### src/rtl/shape_pkg.sv
// Shared constants and types for the shape plot scheduler: screen size,
// shape table (size and colour per shape id) and the scheduler FSM states.
package shape_pkg;

  localparam int unsigned N_REQ = 4;
  localparam int unsigned ID_W  = 2;
  localparam int unsigned X_W   = 8;
  localparam int unsigned Y_W   = 7;
  localparam int unsigned COL_W = 3;
  localparam int unsigned DIM_W = 4;
  localparam int unsigned SX_W  = X_W + 1;
  localparam int unsigned SY_W  = Y_W + 1;

  localparam int unsigned SCR_W = 160;
  localparam int unsigned SCR_H = 120;

  localparam logic [COL_W-1:0] COL_BLACK = 3'b000;
  localparam logic [COL_W-1:0] COL_RED   = 3'b100;
  localparam logic [COL_W-1:0] COL_GREEN = 3'b010;
  localparam logic [COL_W-1:0] COL_CYAN  = 3'b011;
  localparam logic [COL_W-1:0] COL_WHITE = 3'b111;

  // Shape table indexed by shape id (= requester id)
  localparam logic [DIM_W-1:0] SHAPE_W [N_REQ] = '{4'd7, 4'd8, 4'd7, 4'd10};
  localparam logic [DIM_W-1:0] SHAPE_H [N_REQ] = '{4'd12, 4'd8, 4'd10, 4'd6};
  localparam logic [COL_W-1:0] SHAPE_COL [N_REQ] = '{COL_RED, COL_GREEN, COL_CYAN, COL_WHITE};

  typedef enum logic [2:0] {
    IDLE   = 3'd0,
    LOAD   = 3'd1,
    ERASE  = 3'd2,
    DRAW   = 3'd3,
    FINISH = 3'd4
  } sched_state_t;

endpackage

### src/rtl/shape_plot_sched_if.sv
// Requester-side and VGA-adapter-side signals of the shape plot scheduler.
// master = game logic / environment, slave = scheduler.
interface shape_plot_sched_if;
  import shape_pkg::*;

  logic [N_REQ-1:0]     req;
  logic [N_REQ*X_W-1:0] x_in;
  logic [N_REQ*Y_W-1:0] y_in;
  logic [N_REQ-1:0]     grant;
  logic [N_REQ-1:0]     done;
  logic                 busy;
  logic [X_W-1:0]       vga_x;
  logic [Y_W-1:0]       vga_y;
  logic [COL_W-1:0]     vga_color;
  logic                 vga_plot;

  modport master (
    output req, x_in, y_in,
    input  grant, done, busy, vga_x, vga_y, vga_color, vga_plot
  );

  modport slave (
    input  req, x_in, y_in,
    output grant, done, busy, vga_x, vga_y, vga_color, vga_plot
  );

endinterface

### src/rtl/shape_raster.sv
// Row-major pixel walker for one shape rectangle: px runs fastest, wraps to
// zero after the last pixel so an erase pass flows straight into a draw pass.
module shape_raster
  import shape_pkg::*;
(
  input  logic             clk,
  input  logic             resetn,
  input  logic             clear,
  input  logic             step,
  input  logic [ID_W-1:0]  shape,
  input  logic [X_W-1:0]   base_x,
  input  logic [Y_W-1:0]   base_y,
  output logic [X_W-1:0]   pix_x,
  output logic [Y_W-1:0]   pix_y,
  output logic             clip,
  output logic             last
);

  logic [DIM_W-1:0] px;
  logic [DIM_W-1:0] py;
  logic [DIM_W-1:0] w_m1;
  logic [DIM_W-1:0] h_m1;
  logic             end_row;
  logic [SX_W-1:0]  sum_x;
  logic [SY_W-1:0]  sum_y;

  assign w_m1    = SHAPE_W[shape] - DIM_W'(1);
  assign h_m1    = SHAPE_H[shape] - DIM_W'(1);
  assign end_row = (px == w_m1);
  assign last    = end_row && (py == h_m1);

  always_ff @(posedge clk) begin
    if (!resetn || clear) begin
      px <= '0;
      py <= '0;
    end else if (step) begin
      if (end_row) begin
        px <= '0;
        py <= (py == h_m1) ? '0 : py + DIM_W'(1);
      end else begin
        px <= px + DIM_W'(1);
      end
    end
  end

  // Sums are one bit wider than the screen coords so off-screen pixels never wrap back on
  assign sum_x = {1'b0, base_x} + SX_W'(px);
  assign sum_y = {1'b0, base_y} + SY_W'(py);
  assign clip  = (sum_x >= SX_W'(SCR_W)) || (sum_y >= SY_W'(SCR_H));
  assign pix_x = sum_x[X_W-1:0];
  assign pix_y = sum_y[Y_W-1:0];

endmodule

### src/rtl/shape_plot_sched.sv
// Round-robin scheduler of four shape requesters onto the VGA plot port.
// Optional macro ERASE_EN: repaint each requester's previous rectangle black before redrawing.
module shape_plot_sched
  import shape_pkg::*;
(
  input  logic               CLOCK_50,
  input  logic               resetn,
  shape_plot_sched_if.slave  bus
);

  sched_state_t state, state_nxt;

  logic [ID_W-1:0]  rr_ptr, rr_nxt;
  logic [ID_W-1:0]  gid, gid_nxt;
  logic [X_W-1:0]   lat_x, lat_x_nxt;
  logic [Y_W-1:0]   lat_y, lat_y_nxt;
  logic [N_REQ-1:0] grant_r, grant_nxt;
  logic [N_REQ-1:0] done_r, done_nxt;
  logic             busy_r, busy_nxt;
  logic [X_W-1:0]   vga_x_r, vga_x_nxt;
  logic [Y_W-1:0]   vga_y_r, vga_y_nxt;
  logic [COL_W-1:0] vga_color_r, vga_color_nxt;
  logic             vga_plot_r, vga_plot_nxt;
  logic             vga_last, vga_last_nxt;

  logic             ras_clear, ras_step, emit;
  logic             use_prev;
  logic [X_W-1:0]   base_x, pix_x;
  logic [Y_W-1:0]   base_y, pix_y;
  logic             pix_clip, pix_last;
  logic [ID_W-1:0]  win;
  logic             win_found;

`ifdef ERASE_EN
  logic [X_W-1:0]   prev_x [N_REQ];
  logic [Y_W-1:0]   prev_y [N_REQ];
  logic [N_REQ-1:0] prev_valid;

  always_ff @(posedge CLOCK_50) begin
    if (!resetn) begin
      prev_valid <= '0;
      for (int unsigned i = 0; i < N_REQ; i++) begin
        prev_x[i] <= '0;
        prev_y[i] <= '0;
      end
    end else if (state == FINISH) begin
      prev_x[gid]     <= lat_x;
      prev_y[gid]     <= lat_y;
      prev_valid[gid] <= 1'b1;
    end
  end

  // Erase coordinates are used for the LOAD pixel and every ERASE pixel but the last
  always_comb begin
    use_prev = 1'b0;
    case (state)
      LOAD:    use_prev = prev_valid[gid];
      ERASE:   use_prev = !vga_last;
      default: use_prev = 1'b0;
    endcase
  end

  always_comb begin
    base_x = use_prev ? prev_x[gid] : lat_x;
    base_y = use_prev ? prev_y[gid] : lat_y;
  end
`else
  assign use_prev = 1'b0;
  assign base_x   = lat_x;
  assign base_y   = lat_y;
`endif

  // First requesting id at or after rr_ptr, wrapping
  always_comb begin
    win       = rr_ptr;
    win_found = 1'b0;
    for (int unsigned i = 0; i < N_REQ; i++) begin
      if (!win_found && bus.req[rr_ptr + ID_W'(i)]) begin
        win       = rr_ptr + ID_W'(i);
        win_found = 1'b1;
      end
    end
  end

  shape_raster u_raster (
    .clk    (CLOCK_50),
    .resetn (resetn),
    .clear  (ras_clear),
    .step   (ras_step),
    .shape  (gid),
    .base_x (base_x),
    .base_y (base_y),
    .pix_x  (pix_x),
    .pix_y  (pix_y),
    .clip   (pix_clip),
    .last   (pix_last)
  );

  always_ff @(posedge CLOCK_50) begin
    if (!resetn) state <= IDLE;
    else         state <= state_nxt;
  end

  // The VGA registers are loaded one cycle ahead: the pixel emitted in LOAD is on the port in the first ERASE/DRAW cycle
  always_comb begin
    state_nxt     = state;
    rr_nxt        = rr_ptr;
    gid_nxt       = gid;
    lat_x_nxt     = lat_x;
    lat_y_nxt     = lat_y;
    grant_nxt     = grant_r;
    done_nxt      = '0;
    ras_clear     = 1'b0;
    ras_step      = 1'b0;
    emit          = 1'b0;
    vga_x_nxt     = vga_x_r;
    vga_y_nxt     = vga_y_r;
    vga_color_nxt = vga_color_r;
    vga_plot_nxt  = 1'b0;
    vga_last_nxt  = 1'b0;

    case (state)
      IDLE: begin
        if (win_found) begin
          state_nxt = LOAD;
          gid_nxt   = win;
          lat_x_nxt = bus.x_in[X_W*win +: X_W];
          lat_y_nxt = bus.y_in[Y_W*win +: Y_W];
          grant_nxt = N_REQ'(1) << win;
          ras_clear = 1'b1;
        end
      end
      LOAD: begin
        emit      = 1'b1;
        state_nxt = use_prev ? ERASE : DRAW;
      end
`ifdef ERASE_EN
      ERASE: begin
        emit = 1'b1;
        if (vga_last) state_nxt = DRAW;
      end
`endif
      DRAW: begin
        if (vga_last) begin
          state_nxt = FINISH;
          done_nxt  = grant_r;
        end else begin
          emit = 1'b1;
        end
      end
      FINISH: begin
        state_nxt = IDLE;
        grant_nxt = '0;
        rr_nxt    = gid + ID_W'(1);
      end
      default: state_nxt = IDLE;
    endcase

    if (emit) begin
      ras_step      = 1'b1;
      vga_x_nxt     = pix_x;
      vga_y_nxt     = pix_y;
      vga_color_nxt = use_prev ? COL_BLACK : SHAPE_COL[gid];
      vga_plot_nxt  = !pix_clip;
      vga_last_nxt  = pix_last;
    end

    busy_nxt = (state_nxt != IDLE);
  end

  always_ff @(posedge CLOCK_50) begin
    if (!resetn) begin
      rr_ptr      <= '0;
      gid         <= '0;
      lat_x       <= '0;
      lat_y       <= '0;
      grant_r     <= '0;
      done_r      <= '0;
      busy_r      <= 1'b0;
      vga_x_r     <= '0;
      vga_y_r     <= '0;
      vga_color_r <= '0;
      vga_plot_r  <= 1'b0;
      vga_last    <= 1'b0;
    end else begin
      rr_ptr      <= rr_nxt;
      gid         <= gid_nxt;
      lat_x       <= lat_x_nxt;
      lat_y       <= lat_y_nxt;
      grant_r     <= grant_nxt;
      done_r      <= done_nxt;
      busy_r      <= busy_nxt;
      vga_x_r     <= vga_x_nxt;
      vga_y_r     <= vga_y_nxt;
      vga_color_r <= vga_color_nxt;
      vga_plot_r  <= vga_plot_nxt;
      vga_last    <= vga_last_nxt;
    end
  end

  assign bus.grant     = grant_r;
  assign bus.done      = done_r;
  assign bus.busy      = busy_r;
  assign bus.vga_x     = vga_x_r;
  assign bus.vga_y     = vga_y_r;
  assign bus.vga_color = vga_color_r;
  assign bus.vga_plot  = vga_plot_r;

endmodule

### src/flat_wrapper.sv
// flat-port wrapper written by rule: the top's interface ports become plain ports
module shape_plot_sched_flat import shape_pkg::*;
  (CLOCK_50, resetn, bus_req, bus_x_in, bus_y_in, bus_grant, bus_done, bus_busy, bus_vga_x, bus_vga_y, bus_vga_color, bus_vga_plot);
  shape_plot_sched_if bus_i ();
  input  logic CLOCK_50;
  input  logic resetn;
  input wire logic [$bits(bus_i.req)-1:0] bus_req;
  input wire logic [$bits(bus_i.x_in)-1:0] bus_x_in;
  input wire logic [$bits(bus_i.y_in)-1:0] bus_y_in;
  output wire logic [$bits(bus_i.grant)-1:0] bus_grant;
  output wire logic [$bits(bus_i.done)-1:0] bus_done;
  output wire logic [$bits(bus_i.busy)-1:0] bus_busy;
  output wire logic [$bits(bus_i.vga_x)-1:0] bus_vga_x;
  output wire logic [$bits(bus_i.vga_y)-1:0] bus_vga_y;
  output wire logic [$bits(bus_i.vga_color)-1:0] bus_vga_color;
  output wire logic [$bits(bus_i.vga_plot)-1:0] bus_vga_plot;
  assign bus_i.req = bus_req;
  assign bus_i.x_in = bus_x_in;
  assign bus_i.y_in = bus_y_in;
  assign bus_grant = bus_i.grant;
  assign bus_done = bus_i.done;
  assign bus_busy = bus_i.busy;
  assign bus_vga_x = bus_i.vga_x;
  assign bus_vga_y = bus_i.vga_y;
  assign bus_vga_color = bus_i.vga_color;
  assign bus_vga_plot = bus_i.vga_plot;
  shape_plot_sched u_core (.CLOCK_50(CLOCK_50), .resetn(resetn), .bus(bus_i));
endmodule
### config.mk
export PLATFORM = sky130hd
export DESIGN_NAME = shape_plot_sched_flat
export DESIGN_NICKNAME = d
export VERILOG_FILES = /design/src/rtl/shape_pkg.sv /design/src/rtl/shape_plot_sched_if.sv /design/src/rtl/shape_raster.sv /design/src/rtl/shape_plot_sched.sv /design/src/flat_wrapper.sv
export SDC_FILE = /design/constraint.sdc
export NUM_CORES = 1
export LEC_CHECK = 0
export BUFFER_PORTS_ARGS = -buffer_cell sky130_fd_sc_hd__buf_4
export CORE_UTILIZATION = 28
export CTS_BUF_LIST = sky130_fd_sc_hd__clkbuf_16
export DETAILED_ROUTE_END_ITERATION = 10
export PLACE_DENSITY = 0.52
export SKIP_LAST_GASP = 1
export SLEW_MARGIN = 20
export SYNTH_ARGS = -nofsm -noshare
export SYNTH_HDL_FRONTEND = slang
export SYNTH_SLANG_ARGS = --single-unit
### constraint.sdc
create_clock -name CLOCK_50 -period 2 [get_ports CLOCK_50]
set_clock_uncertainty 0.05 [all_clocks]
set_input_delay 0.6 -clock CLOCK_50 [delete_from_list [all_inputs] [get_ports CLOCK_50]]
set_output_delay 0.6 -clock CLOCK_50 [all_outputs]
set_load 0.02 [all_outputs]
## Word level (Yosys, flattened, before mapping)

Index checks and enable logic that the tools add are counted.

| storage, ports and cells | value |
|---|---|
| bits in registers | 59 |
| bits of input ports | 66 |
| output and inout port bits | 28 |

| cells by class | value |
|---|---|
| add/sub/neg operators | 10 |
| $mul | 1 |
| $lt $le $gt $ge | 7 |
| eq/ne operators | 6 |
| shifts and indexed selects | 3 |
| multiplexer cells | 36 |
| bitwise gates (word level) | 1 |
| reduce and logical (&&, ||, !) cells | 19 |

Operators with widths:

| operator | count |
|---|---|
| 32-bit by 6-bit indexed part select with 8-bit output | 1 |
| 4-bit 2-to-1 mux | 7 |
| 28-bit by 6-bit indexed part select with 7-bit output | 1 |
| 4-bit binary-select mux with 2-bit select | 2 |
| 2-bit by 3-bit less-than comparator with 1-bit output, second input constant | 4 |
| 1-bit 2-to-1 mux | 12 |
| 3-bit 2-to-1 mux | 4 |
| 8-bit by 4-bit adder with 9-bit output | 1 |
| 9-bit by 8-bit >= comparator with 1-bit output, second input constant | 1 |
| 3-bit case mux with 3 select lines | 1 |
| 4-bit by 1-bit adder with 4-bit output, second input constant | 2 |
| 7-bit by 4-bit adder with 8-bit output | 1 |
| 1-bit binary-select mux with 2-bit select | 4 |
| 4-bit equality test | 2 |
| 8-bit by 7-bit >= comparator with 1-bit output, second input constant | 1 |
| 4-bit case mux with 2 select lines | 1 |
| 2-bit AND reduction | 4 |
| 4-bit by 1-bit subtractor with 4-bit output, second input constant | 2 |
| 3-bit binary-select mux with 2-bit select | 1 |
| 2-bit 2-to-1 mux | 3 |
| 1-bit zero test | 5 |
| 3-bit by 2-bit multiplier with 5-bit output, first input constant | 1 |
| 2-bit by 1-bit adder with 2-bit output, second input constant | 2 |
| 2-bit adder, second input constant | 2 |
| other kinds (14) | 18 |

## Depth between registers and ports, before layout

| depth | value |
|---|---|
| depth after elaboration | 15 |
| mapped depth | 8 |
| mapped depth without buffers | 8 |

## Cells and area by module

A second synthesis with hierarchy kept.

| second synthesis, totals | value |
|---|---|
| cells, all modules | 449 |
| area, all modules | 3646.0 um^2 |

Modules (own cells, without submodules):

| module | times used | cells each | area an instance (um^2) |
|---|---|---|---|
| shape_plot_sched | 1 | 318 | 2583.7 |
| shape_raster | 1 | 131 | 1062.3 |

## Worst setup path after synthesis

No wires, ideal clock.

| path | value |
|---|---|
| path type | register -> register |
| start | register u_core.u_raster.px[0] |
| end | register u_core.vga_plot_r, in the netlist u_core.bus.vga_plot |
| setup time | 0.095 ns |
| arrival | 1.976 ns |
| required time | 1.855 ns |
| slack | -0.121 ns |
| cell stages (with the launch flop) | 9 |
| path buffers | 0 |
| period minus slack after synthesis | 2.121 ns |
| cell sequence | dfxtp_1 -> ha_1 -> inv_1 -> fa_1 -> nand2b_1 -> a21oi_1 -> xnor2_1 -> a22oi_1 -> a221oi_1 |

| on the way | value |
|---|---|
| longest elaborated chain between the ends | 4 |

RTL lines:

| item | RTL line | text |
|---|---|---|
| start, declared | shape_raster.sv:19 | `logic [DIM_W-1:0] px;` |
| start signal, assigned | shape_raster.sv:41 | `px <= px + DIM_W'(1);` |
| 8-bit by 4-bit adder with 9-bit output | shape_raster.sv:47 | `assign sum_x = {1'b0, base_x} + SX_W'(px);` |
| 9-bit by 8-bit >= comparator with 1-bit output | shape_raster.sv:49 | `assign clip = (sum_x >= SX_W'(SCR_W)) \|\| (sum_y >= SY_W'(SCR_H));` |
| 1-bit logical OR | shape_raster.sv:49 |  |
| 1-bit zero test | shape_plot_sched.sv:164 | `vga_plot_nxt = !pix_clip;` |
| end signal, assigned | shape_plot_sched.sv:196 | `vga_plot_r <= vga_plot_nxt;` |
| end, declared | shape_plot_sched.sv:23 | `logic vga_plot_r, vga_plot_nxt;` |

Every way passes these cells.
A chain may end at the register's enable or synchronous reset.

## Worst setup path after layout

| path | value |
|---|---|
| start | input bus_req[1] |
| end | register u_core.lat_x[7], in the netlist u_core.base_x[7] |

| on the way | value |
|---|---|
| longest elaborated chain between the ends | 13 |
| elaborated cells between the ends (all ways) | 23 |

RTL lines:

| item | RTL line | text |
|---|---|---|
| start, declared | flat_wrapper.sv:7 | `input wire logic [$bits(bus_i.req)-1:0] bus_req;` |
| 1-bit binary-select mux with 2-bit select | shape_plot_sched.sv:78 | `if (!win_found && bus.req[rr_ptr + ID_W'(i)]) begin` |
| 1-bit 2-to-1 mux (not written as such) | shape_plot_sched.sv:78 |  |
| 1-bit 2-to-1 mux | shape_plot_sched.sv:78 |  |
| 1-bit zero test | shape_plot_sched.sv:78 |  |
| 1-bit logical AND | shape_plot_sched.sv:78 |  |
| 1-bit 2-to-1 mux | shape_plot_sched.sv:78 |  |
| 1-bit zero test | shape_plot_sched.sv:78 |  |
| 1-bit logical AND | shape_plot_sched.sv:78 |  |
| 1-bit 2-to-1 mux | shape_plot_sched.sv:78 |  |
| 1-bit zero test | shape_plot_sched.sv:78 |  |
| 1-bit logical AND | shape_plot_sched.sv:78 |  |
| 2-bit 2-to-1 mux / 1-bit 2-to-1 mux (equally long branches) | shape_plot_sched.sv:78 |  |
| 32-bit by 6-bit indexed part select with 8-bit output / 2-bit AND reduction (equally long branches) | -- |  |
| end signal, assigned | shape_plot_sched.sv:188 | `lat_x <= lat_x_nxt;` |
| end, declared | shape_plot_sched.sv:15 | `logic [X_W-1:0] lat_x, lat_x_nxt;` |

Parallel ways exist; a longest one is shown, timed or not. The select of a mux whose other input is x is not followed.

==> results_tabular.tex <==
\begin{tabular}{lr}
\hline
Metric & Value \\
\hline
\multicolumn{2}{l}{\textbf{Pwr}} \\
Clock network power share & approximately 35\% \\
Switching power of the nets & between 1 and 1.5 mW \\
Switching power share of the total & 30.0\% \\
Power per unit of standard cell area & approximately 760 nW/um2 \\
Worst vdd ir & between 400 and 500 uV \\
Combinational fraction of design power & around a quarter \\
Pwr Total & between 3 and 4 mW \\
Fraction of power consumed by sequential logic & between 30\% and 40\% \\
Cell Int Power & between 2 and 3 mW \\
Static leakage & around 2.1 nW \\
\multicolumn{2}{l}{\textbf{Clock network}} \\
Root Buffer Master & clkbuf\_16 \\
Clock tree from TritonCTS & built \\
H-tree level count & 3 \\
Clock insertion delay at the later pin of the skew report & 0.33 ns \\
Sinks on Clock Net & 59 \\
Maximum buffer depth of the clock tree & 2 \\
Number of CTS-inserted buffers & 9 \\
Clock slew seen by the registers of the worst setup and hold paths & around 0.050 ns \\
\multicolumn{2}{l}{\textbf{Logic synthesis}} \\
Unique cell type count in the Yosys netlist & 49 \\
Post-synth EDFFs & 0 \\
Register area share after synthesis & 37.3\% \\
Async S/R FF share, synth & 0\% \\
Primary flip-flop cell chosen by synthesis mapping & dfxtp\_1 \\
Flops \& latches, synth & 59 \\
Post-synthesis net count & 440 \\
Post-Synthesis Cell Area & 3160 um2 \\
Ys Warns & 0 \\
Number of cells produced by synthesis & $\sim$360 \\
Avg Synthesized Cell Area & 8.86 um2 \\
\multicolumn{2}{l}{\textbf{Timing}} \\
Tcrit/Tclk final & between 90\% and 100\% \\
Setup total negative slack & 0 ns \\
Top achievable clock speed & between 500 and 600 MHz \\
Normalized max-slew margin & approximately 74\% \\
Hold Fails Final Rpt & 0 \\
Final WS setup & between 0.06 and 0.07 ns \\
\# setup viols final & 0 \\
Clock period minus worst slack & 1.94 ns \\
Worst-case hold slack & between 0.3 and 0.4 ns \\
Transition time of the tightest slew-check pin & 0.389 ns \\
Unrepaired setup endpoints after global routing & yes \\
Max Slew Vio Count & 0 \\
\multicolumn{2}{l}{\textbf{Global routing}} \\
Initial antenna violation count & 0 \\
Sum of overflow across all layers after global routing & 0 \\
Via count of the first global-routing pass & 3037 \\
First-pass GRT wire length & around 15000 um \\
Pin count of the biggest net entering global routing & 34 \\
GRT Resource Usage Total & around 16\% \\
\multicolumn{2}{l}{\textbf{Route}} \\
Avg WL per Cell & 14.9 um \\
Drt via density & 4.94 \\
Total wire length & 9590 um \\
Number of DRC violations after detailed-routing iteration 0 & between 100 and 150 \\
Post-route antenna net violation count & 0 \\
DRC violations left & 0 \\
Total via count in the routed design & around 3200 \\
Number of optimization iterations in the first detailed-route pass & 4 \\
\multicolumn{2}{l}{\textbf{Status}} \\
Outcome & finished, final reports clean \\
\multicolumn{2}{l}{\textbf{Worst hold path}} \\
Number of cells on the worst hold path & 2 \\
Type of the tightest min-delay check & reg -> reg \\
\multicolumn{2}{l}{\textbf{Setup path}} \\
Worst path cell trace & buf\_4 -> or4\_4 -> nand3\_4 -> nor4\_4 -> buf\_4 -> buf\_4 -> buf\_4 -> nand3\_1 -> o211ai\_1 \\
Crit path DAT & around 2.1 ns \\
Crit path max-delay cell type & or4\_4 \\
Most used cell, CP & buf\_4 \\
Startpoint Class & input port \\
Sort of element at the end of the critical path & flip-flop \\
Crit Path Max Fanout & 6 \\
Worst Reg2Reg Path Length in Cells & 9 \\
Largest stage delay, worst path & between 0.5 and 0.6 ns \\
Critical path class & in -> reg \\
Required time of the critical path & 2.15 ns \\
\multicolumn{2}{l}{\textbf{Final layout}} \\
Nets & 581 \\
Number of antenna cells inserted & 0 \\
Count of fill cells added during filler insertion & 1106 \\
Utilization after layout & 44.7\% \\
Most common library cell in the layout ignoring fill and taps & buf\_4 \\
Fraction of final layout cells sized beyond drive strength 1 & 39.0\% \\
Synth-to-Final Area Change & 54.6\% \\
Leading cell types in the layout, fill and taps excluded & 141 x buf\_4, 51 x dfxtp\_1, 31 x nand2\_1 \\
\multicolumn{2}{l}{\textbf{Floorplan}} \\
Core area & 10900 um2 \\
Die W & 108 um \\
Area of the die & 11700 um2 \\
Chip height & 108 um \\
Number of core rows & 38 \\
Ports placed on the boundary & 94 \\
Effective utilization at floorplan & 28.9\% \\
\multicolumn{2}{l}{\textbf{Place}} \\
Minimum setup slack after placement & -0.522 ns \\
Quantity of I/O buffers inserted on ports & 93 \\
Detailed placement HPWL & 7000 um \\
Final weighted congestion in routability-driven placement & 0.779 \\
\multicolumn{2}{l}{\textbf{Run}} \\
Count of maximum capacitance violations & 0 \\
\hline
\end{tabular}
-- flip-flops by register name (all words and copies together), names as in the netlist --
signal and cells:
u_core.base_x 8, u_core.base_y 7, u_core.bus.busy 1, u_core.bus.done 4, u_core.bus.grant 4, u_core.bus.vga_color 3, u_core.bus.vga_plot 1, u_core.bus.vga_x 8
u_core.bus.vga_y 7, u_core.gid 2, u_core.rr_ptr 2, u_core.state 3, u_core.u_raster.px 4, u_core.u_raster.py 4, u_core.vga_last 1
-- critical path: cells and delay by family --
| kind | cells | cell delay [ns] |
|---|---|---|
| buf+inv | 4 | 0.58 |
| simple gates | 4 | 0.80 |
| compound gates | 1 | 0.09 |
-- synth_stat cells (3+ instances only) --
cell type	n	share of area (%)
o21a_1	3	0.71
a32oi_1	15	4.2
nand2_1	31	3.7
o211ai_1	15	3.6
xnor2_1	7	1.9
o21ai_1	3	0.47
o21ai_0	6	0.95
ha_1	15	5.9
mux2i_1	18	5.7
nand3_1	25	4.0
buf_6	4	1.4
nand2b_1	10	2.0
buf_2	10	1.6
and2_1	5	0.99
nand3b_1	4	0.95
a21oi_1	21	3.3
and3_1	7	1.4
xor2_1	8	2.2
a211oi_1	8	1.9
a21o_1	3	0.71
nor2_1	22	2.6
nor3_1	3	0.47
nor2b_1	5	0.99
inv_1	13	1.5
dfxtp_1	59	37
clkbuf_1	6	0.71
-- per-layer routing --
metal  share of wire, %  track usage (%)  vias to the layer above  wire length, um
li1                   -                -                     1595                -
met1                 49             23.0                     1477             4720
met2                 44             24.2                       91             4260
met3                5.0             3.92                       11              476
met4                1.4             5.79                        0              131
met5                  0                0                        -                0
-- power groups by stage --
stage / Combinational (mW) / Clock (mW) / Sequential, mW
CTS: 0.918 / 1.34 / 1.41
detailed placement: 0.896 / 0 / 1.43
global placement: 0.885 / 0 / 1.43
floorplan: 0.416 / 0 / 1.47
finish: 0.980 / 1.31 / 1.42
global route: 1.07 / 1.41 / 1.43
-- cell type report --
class,count,area [um2],share of cell area [%]
clock buffer,9,225,4.61
clock inverter,7,28.8,0.589
inverter,13,48.8,0.998
multi-input combinational,265,2000,40.8
sequential,59,1200,24.5
tap,140,175,3.58
timing repair buffer,150,1220,24.9
-- worst paths after layout --
check	startpoint	endpoint	slack, ns
worst max-delay path	bus_req[1]	u_core.base_x[7]	0.06
worst min-delay path	u_core.bus.vga_x[2]	u_core.bus.vga_x[2]	0.40
worst max register to register	u_core.base_x[0]	u_core.bus.vga_plot	0.09
worst min register to register	u_core.bus.vga_x[2]	u_core.bus.vga_x[2]	0.40
-- logic make-up after synthesis --
kind of cell,count (synthesis),synth area share [%]
simple gates,123,19.7
mux,18,5.70
compound gates,92,20.6
flops,59,37.3
fa+ha+maj,17,7.20
xor+xnor,15,4.15
buf+inv,33,5.26
-- metrics by stage --
| step | area, um2 | instances |
|---|---|---|
| 3_5_place_dp | 4330 | 618 |
| 2_1_floorplan | 3180 | 357 |
| 6_report | 4890 | 643 |
| 4_1_cts | 4650 | 638 |
| 3_3_place_gp | 4320 | 617 |
| 5_1_grt | 4890 | 643 |
-- repair_timing --
action	in CTS	in global routing
hold buffers	0	0
setup buffers	4	2
resized for setup	9	31
endpoints found under the setup margin	14	24
pin swaps	2	12
cloned	0	4
Note: power is estimated with default switching activity, not from simulation.
